===== src/rtl/unidade_controle_rodadas.sv =====
// Round-progressive memory game control unit: Moore FSM that owns the address,
// round and play-wait timeout counters and steers the datapath's play register.
module unidade_controle_rodadas #(
  parameter int N_JOGADAS      = 16,
  parameter int ADDR_W         = 4,
  parameter int TIMEOUT_CICLOS = 5000,
  parameter int MODO_TIMEOUT   = 1
) (
  input  logic              clock,
  input  logic              reset,
  input  logic              iniciar,
  input  logic              jogada,
  input  logic              igual,
  output logic [ADDR_W-1:0] endereco,
  output logic [ADDR_W-1:0] rodada,
  output logic              zeraR,
  output logic              registraR,
  output logic              acertou,
  output logic              errou,
  output logic              timeout,
  output logic              pronto,
  output logic [3:0]        db_estado
);

  localparam int TW = $clog2(TIMEOUT_CICLOS);

  typedef enum logic [3:0] {
    inicial        = 4'h0,
    prepara        = 4'h1,
    inicia_rodada  = 4'h2,
    espera_jogada  = 4'h3,
    registra       = 4'h4,
    compara        = 4'h5,
    proxima_jogada = 4'h6,
    proxima_rodada = 4'h7,
    final_acerto   = 4'h8,
    final_erro     = 4'h9,
    final_timeout  = 4'hA
  } estado_t;

  estado_t       estado, proximo;
  logic [TW-1:0] timer;
  logic          timer_fim;
  logic          fim_endereco;
  logic          ultima_rodada;

  assign timer_fim     = (MODO_TIMEOUT != 0) && (timer == TW'(TIMEOUT_CICLOS - 1));
  assign fim_endereco  = (endereco == rodada);
  assign ultima_rodada = (rodada == ADDR_W'(N_JOGADAS - 1));

  always_ff @(posedge clock or posedge reset) begin
    if (reset) estado <= inicial;
    else       estado <= proximo;
  end

  // Counter updates are keyed on the state being left, so the new value is
  // visible in the following state.
  always_ff @(posedge clock or posedge reset) begin
    if (reset) begin
      endereco <= '0;
      rodada   <= '0;
      timer    <= '0;
    end else begin
      timer <= (estado == espera_jogada) ? timer + 1'b1 : '0;
      case (estado)
        prepara: begin
          endereco <= '0;
          rodada   <= '0;
        end
        inicia_rodada:  endereco <= '0;
        proxima_jogada: endereco <= endereco + 1'b1;
        proxima_rodada: rodada   <= rodada + 1'b1;
        default: ;
      endcase
    end
  end

  always_comb begin
    proximo   = estado;
    zeraR     = 1'b0;
    registraR = 1'b0;
    acertou   = 1'b0;
    errou     = 1'b0;
    timeout   = 1'b0;
    pronto    = 1'b0;
    db_estado = estado;
    case (estado)
      inicial: begin
        zeraR   = 1'b1;
        proximo = iniciar ? prepara : inicial;
      end
      prepara: begin
        zeraR   = 1'b1;
        proximo = inicia_rodada;
      end
      inicia_rodada: proximo = espera_jogada;
      espera_jogada: begin
        if (jogada)         proximo = registra;
        else if (timer_fim) proximo = final_timeout;
        else                proximo = espera_jogada;
      end
      registra: begin
        registraR = 1'b1;
        proximo   = compara;
      end
      compara: begin
        if (!igual)             proximo = final_erro;
        else if (!fim_endereco) proximo = proxima_jogada;
        else if (ultima_rodada) proximo = final_acerto;
        else                    proximo = proxima_rodada;
      end
      proxima_jogada: proximo = espera_jogada;
      proxima_rodada: proximo = inicia_rodada;
      final_acerto: begin
        pronto  = 1'b1;
        acertou = 1'b1;
        proximo = iniciar ? prepara : final_acerto;
      end
      final_erro: begin
        pronto  = 1'b1;
        errou   = 1'b1;
        proximo = iniciar ? prepara : final_erro;
      end
      final_timeout: begin
        pronto  = 1'b1;
        timeout = 1'b1;
        proximo = iniciar ? prepara : final_timeout;
      end
      default: begin
        db_estado = '1;
        proximo   = inicial;
      end
    endcase
  end

endmodule


===== config.mk =====
export PLATFORM = sky130hd
export DESIGN_NAME = unidade_controle_rodadas
export DESIGN_NICKNAME = d
export VERILOG_FILES = /design/src/rtl/unidade_controle_rodadas.sv
export SDC_FILE = /design/constraint.sdc
export NUM_CORES = 1
export LEC_CHECK = 0
export ABC_AREA = 1
export CAP_MARGIN = 20
export CORE_MARGIN = 3
export CORE_UTILIZATION = 48
export CTS_CLUSTER_SIZE = 30
export DETAILED_ROUTE_END_ITERATION = 8
export HOLD_SLACK_MARGIN = 0.12
export PLACE_DENSITY = 0.83
export SYNTH_ARGS = -nofsm -noshare
export SYNTH_HDL_FRONTEND = slang
export SYNTH_SLANG_ARGS = --single-unit

===== constraint.sdc =====
create_clock -name clock -period 1.4 [get_ports clock]
set_clock_uncertainty 0.2 [all_clocks]
set_input_delay 0.28 -clock clock [delete_from_list [all_inputs] [get_ports clock]]
set_output_delay 0.28 -clock clock [all_outputs]
set_load 0.05 [all_outputs]

==> impl_summary.log, run 1 <==
INFO  metric avgSynthCellArea = between 6 and 7 um2
INFO  metric yosys-top-cells-area = dfrtp_1 41%, nand2_1 15%, nor2_1 8.8%
INFO  metric synth_largest_type_area_fraction = about 41%
INFO  metric grt_max_degree = 26
INFO  metric start_util = about 53%
INFO  metric synth_cell_types = 25
INFO  metric post_synth_inst_count = about 220
INFO  metric clk_root_buffer_cell = clkbuf_4
INFO  metric postSynthNetCount = 232
INFO  metric synthTopCellsByCount = 62 x nand2_1, 36 x nor2_1, 33 x inv_1, 25 x dfrtp_1, 15 x nand3_1
INFO  metric synth.most_common_cell = nand2_1
INFO  metric cts_made_buffers = 3
INFO  metric dp.final_hpwl = approximately 3.4 mm
INFO  metric die_y = about 62 um
INFO  metric yosysWarnings = 0
INFO  metric worst-endpoint-pin-kind = output port
INFO  metric chipWidth = 62.4 um
INFO  metric outcome.stop_stage = global routing
INFO  metric floorplan.io_pins = 23
INFO  metric h-tree-depth = 1
INFO  metric post_synth_edffs = 0
INFO  metric finalWeightedCongestion = ~0.84
INFO  metric post_synth_instance_area = between 1500 and 2000 um2
INFO  metric synth_flop_cell = dfrtp_1
INFO  metric buffer_ports.inserted = 22
INFO  metric grt_worst_setup_endpoint = db_estado[2]
INFO  metric synth_async_sr_flop_share = between 90% and 100%
INFO  metric netlist.top_cell.by_area = dfrtp_1
INFO  metric row_count = 19
INFO  metric dp_slack = -0.147 ns
INFO  metric fraction_of_the_yosys_area_taken_by_sequential_cells = 41.0%
INFO  metric run_status = aborted with a tool error
INFO  metric clock_tree.buffer_depth = 2
INFO  metric error_line = [ERROR DPL-0038] Utilization greater than 100%, impossible to legalize
INFO  metric cts_sinks = 25
INFO  metric postSynthRegisterBits = 25
## cells by family after synthesis
kind of cell | Yosys count | synth area share, %
buf+inv | 39 | 9.99
fa+ha+maj | 3 | 2.46
flops | 25 | 41.0
simple gates | 132 | 37.3
compound gates | 23 | 8.11
xor+xnor | 2 | 1.15
## stage by stage
stage          std cells  area (um2)  hold slack [ns]
2_1_floorplan        224        1610            0.107
4_1_cts              340        2610            0.348
3_5_place_dp         323        2310            0.313
3_3_place_gp         323        2310            0.301
## repair_timing
action / in CTS
gates cloned: 0
hold buffers: 1
endpoints found under the hold margin: 25
gates resized for setup: 46
endpoints found under the setup margin: 40
pin swaps: 10
buffers inserted: 13
==> run 2, diff against run 1 <==
--- a/config.mk
+++ b/config.mk
@@ -8,11 +8,9 @@
 export ABC_AREA = 1
 export CAP_MARGIN = 20
 export CORE_MARGIN = 3
-export CORE_UTILIZATION = 48
-export CTS_CLUSTER_SIZE = 30
+export CORE_UTILIZATION = 40
 export DETAILED_ROUTE_END_ITERATION = 8
-export HOLD_SLACK_MARGIN = 0.12
-export PLACE_DENSITY = 0.83
+export PLACE_DENSITY_LB_ADDON = 0.15
 export SYNTH_ARGS = -nofsm -noshare
 export SYNTH_HDL_FRONTEND = slang
 export SYNTH_SLANG_ARGS = --single-unit
==> constraint.sdc (replaced) <==
create_clock -name clock -period 1.8 [get_ports clock]
set_clock_uncertainty 0.2 [all_clocks]
set_input_delay 0.36 -clock clock [delete_from_list [all_inputs] [get_ports clock]]
set_output_delay 0.36 -clock clock [all_outputs]
set_load 0.05 [all_outputs]
==> run 2 against run 1 <==
The flow now finishes, with violations (negative setup slack); synthesized cell count stayed put; synthesized area unchanged.
==> impl_summary.log, run 2 <==
INFO  metric run_status = finished, violations left
INFO  metric violations = negative setup slack
INFO  metric post_synth_instance_area = 1530 um2 (unchanged)
INFO  metric setup_repair_after_global_routing_missed_its_margin = true
INFO  metric p_leak = 1.08 nW
INFO  metric grt_pass1_wl = 6.37 mm
INFO  metric avgSynthCellArea = 6.82 um2 (unchanged)
INFO  metric sequentialPowerShare = 24.9%
INFO  metric fin_hold_ws = between 0.2 and 0.25 ns
INFO  metric nets = approximately 270
INFO  metric worst_ir_drop_vdd = just under 0.8 mV
INFO  metric start_util = 43.7% (-9.0 points)
INFO  metric post_synth_inst_count = 224 (unchanged)
INFO  metric worstSkewPairLatency = 0.27 ns
INFO  metric end_kind = output port
INFO  metric setup_viol_count_final = 6
INFO  metric clock_tree_from_tritoncts = built
INFO  metric postSynthRegisterBits = 25 (unchanged)
INFO  metric clk_pin_slew = ~0.1 ns
INFO  metric critical_path_startpoint_category = flip-flop
INFO  metric min_period = around 1.9 ns
INFO  metric area_growth = 46.3%
INFO  metric drt-initial-drc-count = 60
INFO  metric critPathRequiredTime = between 1 and 1.5 ns
INFO  metric initial_antenna_violation_count = 0
INFO  metric timing_max_transition_violations_final = 0
INFO  metric synth_flop_cell = dfrtp_1
INFO  metric yosys.area_share.simple = 37.3% (unchanged)
INFO  metric post_route_cells_drive_above_1_share = between 20% and 30%
INFO  metric timing_worst_slew_pin_value = between 0.3 and 0.4 ns
INFO  metric total_wirelength_of_the_detailed_routed_design = ~3.8 mm
INFO  metric synth_compound_area_share = 8.11% (unchanged)
INFO  metric cts_made_buffers = 3 (unchanged)
INFO  metric biggest_fanout_along_the_worst_timing_path = 3
INFO  metric hold_viol = 0
INFO  metric floorplan.io_pins = 23 (unchanged)
INFO  metric cts_sinks = 25 (unchanged)
INFO  metric final.setup.worst_slack = -0.0504 ns
INFO  metric fraction_of_the_yosys_area_taken_by_sequential_cells = 41.0% (unchanged)
INFO  metric postRouteAntennaNets = 0
INFO  metric switching_share = a little under half
INFO  metric synthesized_area_fraction_occupied_by_adder_cells = 2.46% (unchanged)
INFO  metric netlist.top_cell.by_area = dfrtp_1
INFO  metric vias_per_cell = slightly below 5
INFO  metric gr-usage-all-layers = a little under a fifth
INFO  metric grt_pass1_vias = ~1,500
INFO  metric grt_max_degree = 26
INFO  metric dp.final_hpwl = 2.69 mm (-21%)
INFO  metric cp_data_arrival_time = approximately 1.3 ns
INFO  metric yosys-mux-area-fraction = 0% (unchanged)
INFO  metric hold_path_class = in -> async
INFO  metric slew_headroom = about three quarters
INFO  metric drt_pass1_iterations = 4
INFO  metric synth_xor_xnor_area_share = 1.15% (unchanged)
INFO  metric yosys-top-cells-area = dfrtp_1 41%, nand2_1 15%, nor2_1 8.8%
INFO  metric core_region_area = 3490 um2
INFO  metric cap_viol_max_count = 0
INFO  metric registers.top_by_ff_count = timer
INFO  metric yosysWarnings = 0 (unchanged)
INFO  metric max_freq = roughly 0.54 GHz
INFO  metric synthTopCellsByCount = 62 x nand2_1, 36 x nor2_1, 33 x inv_1, 25 x dfrtp_1, 15 x nand3_1
INFO  metric floorplan.die_area = roughly 4600 um2
INFO  metric synth.most_common_cell = nand2_1
INFO  metric synth_largest_type_area_fraction = 41.0% (unchanged)
INFO  metric antenna_cells_inserted = 0
INFO  metric h-tree-depth = 1 (unchanged)
INFO  metric mostFrequentLayoutCell = nand2_1
INFO  metric synth_cell_types = 25 (unchanged)
INFO  metric wl_per_cell = around 12 um
INFO  metric die_y = 67.8 um (+8.6%)
INFO  metric final.fill_count = approximately 300
INFO  metric dp_slack = 0.122 ns (+0.269 ns)
INFO  metric p_clk_share = a little under an eighth
INFO  metric vias = ~1,500
INFO  metric internal_power = 1.57 mW
INFO  metric timing.setup.critical_path_class = reg -> out
INFO  metric dominant_combinational_cell_family_by_area_after_synthesis = simple AND/OR/NAND/NOR gates
INFO  metric total_power = 3.02 mW
INFO  metric buffer_ports.inserted = 22 (unchanged)
INFO  metric post_synth_edffs = 0 (unchanged)
INFO  metric overflow = 0
INFO  metric clk_root_buffer_cell = clkbuf_8
INFO  metric combPwrFrac = between 60 and 70%
INFO  metric power_density = between 1000 and 1500 nW/um2
INFO  metric postSynthNetCount = 232 (unchanged)
INFO  metric netSwitchingPower = 1.44 mW
INFO  metric synth_async_sr_flop_share = 100% (unchanged)
INFO  metric drcViolationCount = 0
INFO  metric setup-tns-final = -0.176 ns
INFO  metric flip_flop_count_of_the_largest_register_all_copies_and_words_added = 13
INFO  metric layout.cells.non_filler = 311
INFO  metric row_count = 21 (+2)
INFO  metric finalWeightedCongestion = 0.814 (-3.3%)
INFO  metric cts_hold_buf = 0 (-1)
INFO  metric mostFrequentLayoutCells = 55 x nand2_1, 31 x nor2_1, 27 x inv_1
INFO  metric period_share = 103%
INFO  metric chipWidth = 67.8 um (+8.6%)
INFO  metric clock_tree.buffer_depth = 2 (unchanged)
INFO  metric placed_cells_incl_taps = 297 (-8.0%)
[run 2: cell counts after synthesis]
No cell type changed its count.
[run 2: kinds of logic (layout without fill, tap and decap cells)]
logic type	count (synthesis)	after routing
AO/OA/AOI/OAI	23	23
flip-flops	25	25
adder cells (fa/ha/maj)	3	3
AND/OR/NAND/NOR	132	132
buffers and inverters	39	80
XOR/XNOR	2	2
[run 2: layout make-up]
cell class	instances	area (um2)	share of cell area, %
Timing Repair Buffer	38	513	23.0
Sequential cell	25	627	28.1
Clock inverter	1	5.00	0.224
Clock buffer	3	41.3	1.85
Multi-Input combinational cell	160	837	37.5
Tap cell	46	57.6	2.58
Inverter	38	154	6.89
[run 2: final timing paths]
check                               start           end  slack, ns  cells after the start
worst max-delay path            estado[1]  db_estado[0]      -0.05                      5
worst min-delay path                reset     rodada[2]       0.24                      3
worst max register to register  estado[1]   endereco[2]       0.18                     10
worst min register to register   timer[0]      timer[0]       0.29                      1
max in group asynchronous           reset     estado[3]       0.89                      3
min in group clock               timer[0]      timer[0]       0.29                      1
[run 2: metrics by stage]
step / instance area (um2) / utilization [%]
2_1_floorplan: 1540 / -
3_3_place_gp: 2000 / 57.3
3_5_place_dp: 2000 / 57.3
4_1_cts: 2150 / 61.7
5_1_grt: 2230 / 63.9
6_report: 2230 / 63.9
[run 2: timing repair]
item / in CTS / in global routing
gates resized for setup: 15 / 22
setup buffers: 8 / 2
pin swaps: 5 / 5
gates cloned: 0 / 0
endpoints found under the setup margin: 9 / 10
[run 2: metal layers]
| layer | global-route usage, % | wire length [um] | vias up | part of all wire (%) |
|---|---|---|---|---|
| li1 | - | - | 780 | - |
| met1 | 25.0 | 1830 | 712 | 48 |
| met2 | 28.7 | 1740 | 31 | 46 |
| met3 | 2.33 | 136 | 10 | 3.6 |
| met4 | 7.94 | 82 | 0 | 2.2 |
| met5 | 0 | 0 | - | 0 |
[run 2: power groups by stage]
stage               Sequential (mW)  Clock, mW  Combinational [mW]
finish                        0.753      0.343                1.92
global route                  0.766      0.379                2.06
CTS                           0.743      0.347                1.70
detailed placement            0.756          0                1.53
global placement              0.754          0                1.52
floorplan                     0.846          0               0.864
[run 2: critical path, stage by stage, from the launching register on]
cell      delay, ns
dfrtp_1        0.41
nand2_2        0.10
clkinv_2       0.08
o21ai_4        0.16
nand2_2        0.11
buf_8          0.16
No activity file was read; power rests on OpenSTA's default activity.
